### src/rtl/mttkrp_pkg.sv
// mttkrp_pkg: shared constants, types and helpers for the factor-matrix fetch path
package mttkrp_pkg;
  localparam int NUM_CU = 4;
  localparam int TENSOR_DIM = 3;
  localparam int ADDR_W = 16;
  localparam int MAX_OUT = 8;
  localparam int IDW = $clog2(NUM_CU) + 1;
  localparam logic [IDW-1:0] NO_ID = IDW'(NUM_CU);
  localparam int ONEHOT_W = 64;
  typedef logic [TENSOR_DIM-2:0][ADDR_W-1:0] factor_addr_t;
  function automatic logic [ONEHOT_W-1:0] onehot_id(input int unsigned id, input int unsigned n);
    return (id < n) ? ONEHOT_W'(1) << id : '0;
  endfunction
endpackage

### src/rtl/fetch_id_fifo.sv
// fetch_id_fifo: in-order compute-ID tracker for requests awaiting a memory response
module fetch_id_fifo #(
  parameter int W = 3,
  parameter int DEPTH = 8
) (
  input  logic         clk,
  input  logic         flush,
  input  logic         push,
  input  logic [W-1:0] push_data,
  input  logic         pop,
  output logic [W-1:0] head,
  output logic         empty,
  output logic         full
);
  localparam int AW = $clog2(DEPTH);
  logic [W-1:0] mem [DEPTH];
  logic [AW:0] wr_ptr, rd_ptr;
  assign empty = wr_ptr == rd_ptr;
  assign full = (wr_ptr[AW] != rd_ptr[AW]) && (wr_ptr[AW-1:0] == rd_ptr[AW-1:0]);
  assign head = mem[rd_ptr[AW-1:0]];
  always_ff @(posedge clk) begin
    if (flush) begin
      wr_ptr <= '0;
      rd_ptr <= '0;
    end else begin
      if (push) begin
        mem[wr_ptr[AW-1:0]] <= push_data;
        wr_ptr <= wr_ptr + 1'b1;
      end
      if (pop) rd_ptr <= rd_ptr + 1'b1;
    end
  end
endmodule

### src/rtl/factor_fetch_arbiter.sv
// factor_fetch_arbiter: round-robin sharing of the factor-matrix read port with in-order response steering.
// Optional per-unit grant / stall counters when FACTOR_FETCH_PERF_COUNTERS_EN is defined.
module factor_fetch_arbiter
  import mttkrp_pkg::*;
#(
  parameter int NUM_COMPUTE_UNITS = NUM_CU,
  parameter int TENSOR_DIMENSIONS = TENSOR_DIM,
  parameter int MODE_TENSOR_ADDR_WIDTH = ADDR_W,
  parameter int MAX_OUTSTANDING = MAX_OUT,
  localparam int IW = $clog2(NUM_COMPUTE_UNITS) + 1,
  localparam int OW = $clog2(MAX_OUTSTANDING) + 1
) (
  input  logic clk,
  input  logic rst,
  input  logic [NUM_COMPUTE_UNITS-1:0] cu_req_valid,
  input  logic [NUM_COMPUTE_UNITS-1:0][TENSOR_DIMENSIONS-2:0][MODE_TENSOR_ADDR_WIDTH-1:0] cu_req_addr,
  output logic [NUM_COMPUTE_UNITS-1:0] cu_req_ready,
  output logic mem_req_valid,
  output logic [TENSOR_DIMENSIONS-2:0][MODE_TENSOR_ADDR_WIDTH-1:0] mem_req_addr,
  output logic [IW-1:0] mem_req_id,
  input  logic mem_req_ready,
  input  logic mem_rsp_valid,
  output logic [NUM_COMPUTE_UNITS-1:0] rsp_en,
  output logic [IW-1:0] rsp_compute_id,
  output logic [OW-1:0] outstanding,
  output logic idle,
  output logic rsp_underflow
`ifdef FACTOR_FETCH_PERF_COUNTERS_EN
  ,
  output logic [NUM_COMPUTE_UNITS-1:0][31:0] perf_grant_cnt,
  output logic [31:0] perf_stall_cnt
`endif
);
  localparam int PW = NUM_COMPUTE_UNITS > 1 ? $clog2(NUM_COMPUTE_UNITS) : 1;
  localparam logic [IW-1:0] NONE = IW'(NUM_COMPUTE_UNITS);
  logic [PW-1:0] rr_ptr, winner;
  logic found, slot_free, credit, grant, accept, fifo_pop, fifo_empty, fifo_full;
  logic [IW-1:0] fifo_head;
  int idx;
  assign slot_free = !mem_req_valid || mem_req_ready;
  assign credit = int'(outstanding) + int'(mem_req_valid) < MAX_OUTSTANDING;
  // scan downward so the unit closest to rr_ptr is the last (winning) assignment
  always_comb begin
    found = 1'b0;
    winner = rr_ptr;
    idx = 0;
    for (int i = NUM_COMPUTE_UNITS - 1; i >= 0; i--) begin
      idx = int'(rr_ptr) + i;
      idx = idx >= NUM_COMPUTE_UNITS ? idx - NUM_COMPUTE_UNITS : idx;
      if (cu_req_valid[idx]) begin
        found = 1'b1;
        winner = PW'(idx);
      end
    end
  end
  assign grant = rst && slot_free && credit && found;
  assign cu_req_ready = grant ? NUM_COMPUTE_UNITS'(onehot_id(int'(winner), NUM_COMPUTE_UNITS)) : '0;
  assign accept = mem_req_valid && mem_req_ready;
  assign fifo_pop = rst && mem_rsp_valid && !fifo_empty;
  assign rsp_compute_id = fifo_pop ? fifo_head : NONE;
  assign rsp_en = fifo_pop ? NUM_COMPUTE_UNITS'(onehot_id(int'(fifo_head), NUM_COMPUTE_UNITS)) : '0;
  assign idle = rst && !(|cu_req_valid) && !mem_req_valid && outstanding == '0;
  always_ff @(posedge clk) begin
    if (!rst) begin
      mem_req_valid <= 1'b0;
      mem_req_addr <= '0;
      mem_req_id <= NONE;
      rr_ptr <= '0;
      outstanding <= '0;
      rsp_underflow <= 1'b0;
    end else begin
      if (grant) begin
        mem_req_valid <= 1'b1;
        mem_req_addr <= cu_req_addr[winner];
        mem_req_id <= IW'(winner);
        rr_ptr <= int'(winner) == NUM_COMPUTE_UNITS - 1 ? '0 : winner + 1'b1;
      end else if (accept) mem_req_valid <= 1'b0;
      outstanding <= outstanding + OW'(accept) - OW'(fifo_pop);
      if (mem_rsp_valid && fifo_empty) rsp_underflow <= 1'b1;
    end
  end
  fetch_id_fifo #(.W(IW), .DEPTH(MAX_OUTSTANDING)) u_id_fifo (
    .clk(clk),
    .flush(!rst),
    .push(accept),
    .push_data(mem_req_id),
    .pop(fifo_pop),
    .head(fifo_head),
    .empty(fifo_empty),
    .full(fifo_full)
  );
  // the credit rule keeps the ID FIFO from ever overflowing
  assert property (@(posedge clk) disable iff (!rst) !(accept && fifo_full))
    else $error("factor_fetch_arbiter: ID FIFO push while full");
`ifdef FACTOR_FETCH_PERF_COUNTERS_EN
  always_ff @(posedge clk) begin
    if (!rst) begin
      perf_grant_cnt <= '0;
      perf_stall_cnt <= '0;
    end else begin
      for (int i = 0; i < NUM_COMPUTE_UNITS; i++)
        if (cu_req_ready[i] && perf_grant_cnt[i] != '1) perf_grant_cnt[i] <= perf_grant_cnt[i] + 32'd1;
      if (|cu_req_valid && !grant && perf_stall_cnt != '1) perf_stall_cnt <= perf_stall_cnt + 32'd1;
    end
  end
`endif
endmodule
### config.mk
export PLATFORM = sky130hd
export DESIGN_NAME = factor_fetch_arbiter
export DESIGN_NICKNAME = d
export VERILOG_FILES = /design/src/rtl/mttkrp_pkg.sv /design/src/rtl/fetch_id_fifo.sv /design/src/rtl/factor_fetch_arbiter.sv
export SDC_FILE = /design/constraint.sdc
export NUM_CORES = 1
export LEC_CHECK = 0
export CAP_MARGIN = 0
export CORE_UTILIZATION = 47
export DETAILED_ROUTE_END_ITERATION = 16
export GPL_TIMING_DRIVEN = 1
export PLACE_DENSITY_LB_ADDON = 0.15
export SLEW_MARGIN = 20
export SYNTH_ARGS = -nofsm -noshare
export SYNTH_HDL_FRONTEND = slang
export SYNTH_SLANG_ARGS = --single-unit
### constraint.sdc
create_clock -name clk -period 4.1 [get_ports clk]
set_input_delay 0.82 -clock clk [delete_from_list [all_inputs] [get_ports clk]]
set_output_delay 0.82 -clock clk [all_outputs]
set_load 0.02 [all_outputs]
==> run metrics <==
Nets=between 700 and 800; latest clock arrival within the worst-skew pair=340 ps; layout cells sized above 1=0.0866; Static Leakage=2.44 nW; crit path time final=4000 ps; Setup TNS=0 ps; status=completed; vias per cell=between 5 and 6; total track usage=0.271; Tcrit/Tclk final=0.975; number of port buffers=188; global placement routability congestion=between 0.8 and 0.9; Placement Rows=35; Routed WL=13.2 mm; WHS Path Cells=1; first-pass GRT wire length=around 21 mm; Yosys cell types=47; Slew @ Worst Pin=761 ps; clock slew at reported path FFs=80 ps; Hold Slack=about 500 ps; number of antenna-violating nets in the routed design=0; Synth top area share=0.243; total number of vias=approximately 4200; commonest non-fill, non-tap cell in the layout=clkdlybuf4s50_1; global route overflow=0; Slew HR=0.487; final setup fails=0; Pwr Total=0.00283 W; Synth area leader=dfxtp_1; Max Cap Viol=0; Reg2Reg Depth=10; RSZ-0062 raised after global routing=no; yosys warns=0; Area Growth Syn to Fin=48.3%; Worst Hold Path EP=mem_req_addr[19]$_SDFFE_PN0P_; DR iter-0 viols=177; crit end category=primary output; critical path launch point type=input port; Hold Crit Class=reg2reg; post-cts sizing count=0; hold path startpoint=mem_req_addr[19]$_SDFFE_PN0P_; R2R Setup Slk=1470 ps; Worst Skew=13.6 ps; Hold Vio Cnt, Final=0; Power Density=429 nW/um2; Die Y-Extent=between 90 and 100 um; Mapped Cells=433; most frequent cells in the layout=188 x clkdlybuf4s50_1, 54 x dfxtp_1, 35 x nand3_1; CTS tree=built; Hold-fix buffers, CTS=0; crit path DAT=around 3200 ps; Initial Utilization=0.484; Crit path required time=3280 ps; clock sinks=78; Critical R2R Capture=outstanding[3]$_SDFF_PN0_; Core Area=9200 um2; H-tree depth=3; synth top area cells=dfxtp_1 24%, edfxtp_1 16%, a221o_1 7.0%; Slew Limit Fails=0; Bufs on Longest Clock Path=2; CTS Buf Count=9; HPWL after DPL=9.56 mm; crit path max fanout=14; Wirelength per Cell=18.3 um; kind of critical path=in2out; Post-CTS Setup Inserts=0; Max Clock Freq=0.250 GHz; largest net degree at the start of global routing=35; Antenna diodes=0; root buffer cell=clkbuf_8; Yosys reg bits=78; Die Wd=around 99 um; Post-synth EDFFs=24; first-pass detailed-route iteration total=4; Async SR Flop Fraction=0; Mapped Nets=around 580; Synth Cell Area=roughly 4500 um2; Most used DFF post-synth=dfxtp_1; Avg Synthesized Cell Area=10.3 um2; Die ar.=9870 um2; vias in the first global route=4193; launching point of the worst reg2reg path=u_id_fifo.wr_ptr[1]$_SDFFE_PN0P_; detailed-route DRC error count=0; sequential area share after synthesis=0.405; initial antenna violation count=0; Peak VDD IR=0.224 mV; I/O Pins=189
## kinds of logic after synthesis
logic type | synth area share
muxes | 0.125
adders and majority gates | 0.0382
buffers and inverters | 0.0714
and+or+nand+nor | 0.128
xor gates and xnor gates | 0.0216
AOI/OAI and AO/OA | 0.212
DFF | 0.405
## routing by layer
metal  wire (um)  track usage  vias up
li1            -            -     2012
met1        5330        0.325     2020
met2        6760        0.471      177
met3         815       0.0576       28
met4         317        0.113        0
met5           0            0        -
## worst max-delay path, cell delays in order
cell and delay (ps):
clkdlybuf4s50_1 500, buf_4 220, nor3_1 60, or4_1 540
nand2_8 120, inv_1 60, ha_1 190, and2_1 130
clkdlybuf4s50_1 530
## synth_stat cells (3+ instances only)
cell type	instances
edfxtp_1	24
a211oi_1	31
inv_1	13
o211ai_1	31
xnor2_1	3
and3_1	3
mux4_2	6
a221o_1	31
dfxtp_1	54
and2_1	7
nand3_1	35
mux2_2	6
xor2_1	8
mux2_1	25
nor3_1	4
nor4_1	4
buf_8	3
nor2_1	25
clkbuf_1	27
ha_1	12
nand2_1	21
a21oi_1	11
buf_6	9
nor2b_1	3
o21ai_0	4
mux2i_1	7
## how the worst max path moves through the flow
stage	cells after the start	end	start	slack, ps
after CTS	9	cu_req_ready[1]	cu_req_valid[3]	100
after detailed placement	9	cu_req_ready[1]	cu_req_valid[3]	100
after global placement	9	cu_req_ready[0]	cu_req_valid[3]	150
final	9	cu_req_ready[1]	cu_req_valid[3]	100
after global routing	9	cu_req_ready[1]	cu_req_valid[3]	10
after floorplan	9	cu_req_ready[0]	cu_req_valid[3]	900
## state kept, by name (all words and copies together) (netlist names), named ones only
signal / cells
mem_req_addr: 32
outstanding: 4
u_id_fifo.rd_ptr: 4
mem_req_id: 3
rr_ptr: 2
rsp_underflow: 1
u_id_fifo.wr_ptr: 4
mem_req_valid: 1
u_id_fifo.mem: 24
## power by group
group          leakage (nW)  internal [W]  switching (W)  total [W]
registers             0.662      0.000920       0.000103    0.00102
clock network         0.120      0.000374       0.000288   0.000662
logic                  1.65      0.000573       0.000576    0.00115
## cell type report
type / instances / area (um2)
Timing Repair Buffer: 206 / 2030
Fill cell: 729 / 2590
Sequential cell: 78 / 1800
Tap cell: 111 / 139
Multi-Input combinational cell: 299 / 2350
Inverter: 13 / 48.8
Clock buffer: 13 / 191
Clock inverter: 3 / 45.0
## per-stage QoR
| stage | util | worst slack (ps) | area (um2) | std cells |
|---|---|---|---|---|
| after global placement | 0.692 | 146 | 6360 | 707 |
| after CTS | 0.718 | 99.9 | 6600 | 723 |
| final | 0.718 | 102 | 6600 | 723 |
| after floorplan | - | 904 | 4450 | 433 |
| after detailed placement | 0.692 | 104 | 6360 | 707 |
| after global routing | 0.718 | 13.4 | 6600 | 723 |
(Power assumes the default switching activity.)
==> variant, RTL diff (same settings) <==
Change the package constant `NUM_CU` from 4 to 2.
--- a/src/rtl/mttkrp_pkg.sv
+++ b/src/rtl/mttkrp_pkg.sv
@@ -1,6 +1,6 @@
 // mttkrp_pkg: shared constants, types and helpers for the factor-matrix fetch path
 package mttkrp_pkg;
-  localparam int NUM_CU = 4;
+  localparam int NUM_CU = 2;
   localparam int TENSOR_DIM = 3;
   localparam int ADDR_W = 16;
   localparam int MAX_OUT = 8;
Interface: changed (6 resized); port bits go from 189 to 117. No check against the original RTL was run, so the function may have changed too.
==> variant against the unedited design <==
- the flow now finishes with violations (design-rule violations)
- synthesized cell count fell by 34%
- sequential cell count fell by 10
- wire length fell by 45%
- combinational power fell by 44%
- total power fell by 26%
- final cell count fell by 33%
- worst setup slack improved by 0.59 ns
- synthesized area fell by 29%
- first-iteration DRC count fell by 51%
- cell area fell by 30%
- clock power fell by 6.8%
- critical endpoint is now rsp_en[1]
- largest cell class is now sequential cells
- highest routed layer unchanged
==> variant: results (changes against the unedited design) <==
post-CTS setup buffers=0 (unchanged); share of layout cells above drive strength 1=0.0788 (-0.00778); DRT iter0 DRCs=86 (-51%); worst ir drop on vdd=0.269 mV (+20%); RD Place Congestion=0.769 (-6.8%); met3 WL post-DR=410 um (-50%); Nets=480 (-37%); CTS Buf Count=9 (unchanged); Clock Path Buffers=2 (unchanged); PortBufs=116 (-38%); Netlist cell types=40 (-15%); Skew-Pair Late Insertion Delay=0.35 ns; 1st-pass router iterations=10 (+6); routed len/inst=15.0 um (-18%); antenna violations before repair=0 (unchanged); synth top area cells=dfxtp_1 (33%), mux2i_1 (21%), edfxtp_1 (15%), nand2_1 (5.0%), ha_1 (3.2%); first-pass GRT wire length=11.8 mm (-43%); vias in the first global route=2553 (-39%); largest register by flop count=mem_req_addr; Min Clock Period, post-route=3.41 ns (-0.586 ns); vias per cell=5.10 (-13%); top sig layer=met4; DRC violations left=4 (+4); largest net degree at the start of global routing=37 (+5.7%); Post-Route M1 WL=3.00 mm (-44%); DP HPWL=5.21 mm (-45%); pre-CTS setup slack=0.681 ns (+0.577 ns); worst-path fanout max=10 (-4); status=finished, violations left; P_leak=0.00189 uW (-22%); violated checks=design-rule violations; DP Cell Count=467 (-34%); clock skew=0.00993 ns (-0.00370 ns); GRT Overall Usage=0.215 (-0.0563); Min Hold Slack=0.459 ns (-0.0318 ns); Cell Area, Placed=4370 sq um (-31%); arrival time at the worst endpoint=2.59 ns (-0.59 ns); worst-margin pin slew=0.595 ns (-0.166 ns); synth cell count leaders=mux2i_1 (66), dfxtp_1 (52), nand2_1 (42); Seq/Total Area, Yosys=0.480 (+0.0750); DR WL met2=3.68 mm (-46%); EDFF count, synth=16 (-33%); reg2reg setup slack=1.80 ns (+0.33 ns); Mapped Cells=286 (-34%); Post-Syn Nets=365 (-37%); WL final=7.25 mm (-45%)
[variant: final timing paths]
path	startpoint	to	depth (start not counted)
max reg2reg	u_id_fifo.wr_ptr[0]	outstanding[2]	9
min	mem_req_addr[15]	mem_req_addr[15]	2
min reg2reg	mem_req_addr[15]	mem_req_addr[15]	2
max	mem_rsp_valid	rsp_en[1]	6
[variant: cells by family (layout without fill, tap and decap cells)]
logic type,Yosys count,in the layout,share of synthesized area
flip-flops,68,68,0.480
AO/OA/AOI/OAI,17,17,0.0414
multiplexers,71,71,0.241
buffers and inverters,26,146,0.0465
AND/OR/NAND/NOR,84,84,0.122
XOR/XNOR,10,10,0.0276
adder cells (fa/ha/maj),10,10,0.0410
[variant: report_power, final]
group | leakage (uW) | switching, uW | internal, uW
Combinational | 0.00121 | 306 | 335
Clock | 0.000110 | 272 | 345
Sequential | 0.000573 | 66.4 | 778
Total | 0.00189 | 644 | 1460
[variant: per-layer routing]
layer / global-route usage / up-vias
met4: 0.0956 / 0
met2: 0.380 / 71
li1: - / 1233
met3: 0.0669 / 15
met5: 0 / -
met1: 0.237 / 1145
[variant: critical path: stages]
cell and delay (ns):
clkdlybuf4s50_1 0.47, inv_1 0.06, a41oi_4 0.32, nand3_1 0.17, nor2b_1 0.13, clkdlybuf4s50_1 0.61
[variant: layout make-up]
type	instances	area, sq um
inverter	9	33.8
timing repair buffer	121	1200
tap	77	96.3
fill	499	1830
clock inverter	7	98.8
multi-input combinational	192	1520
sequential	68	1520
clock buffer	9	124
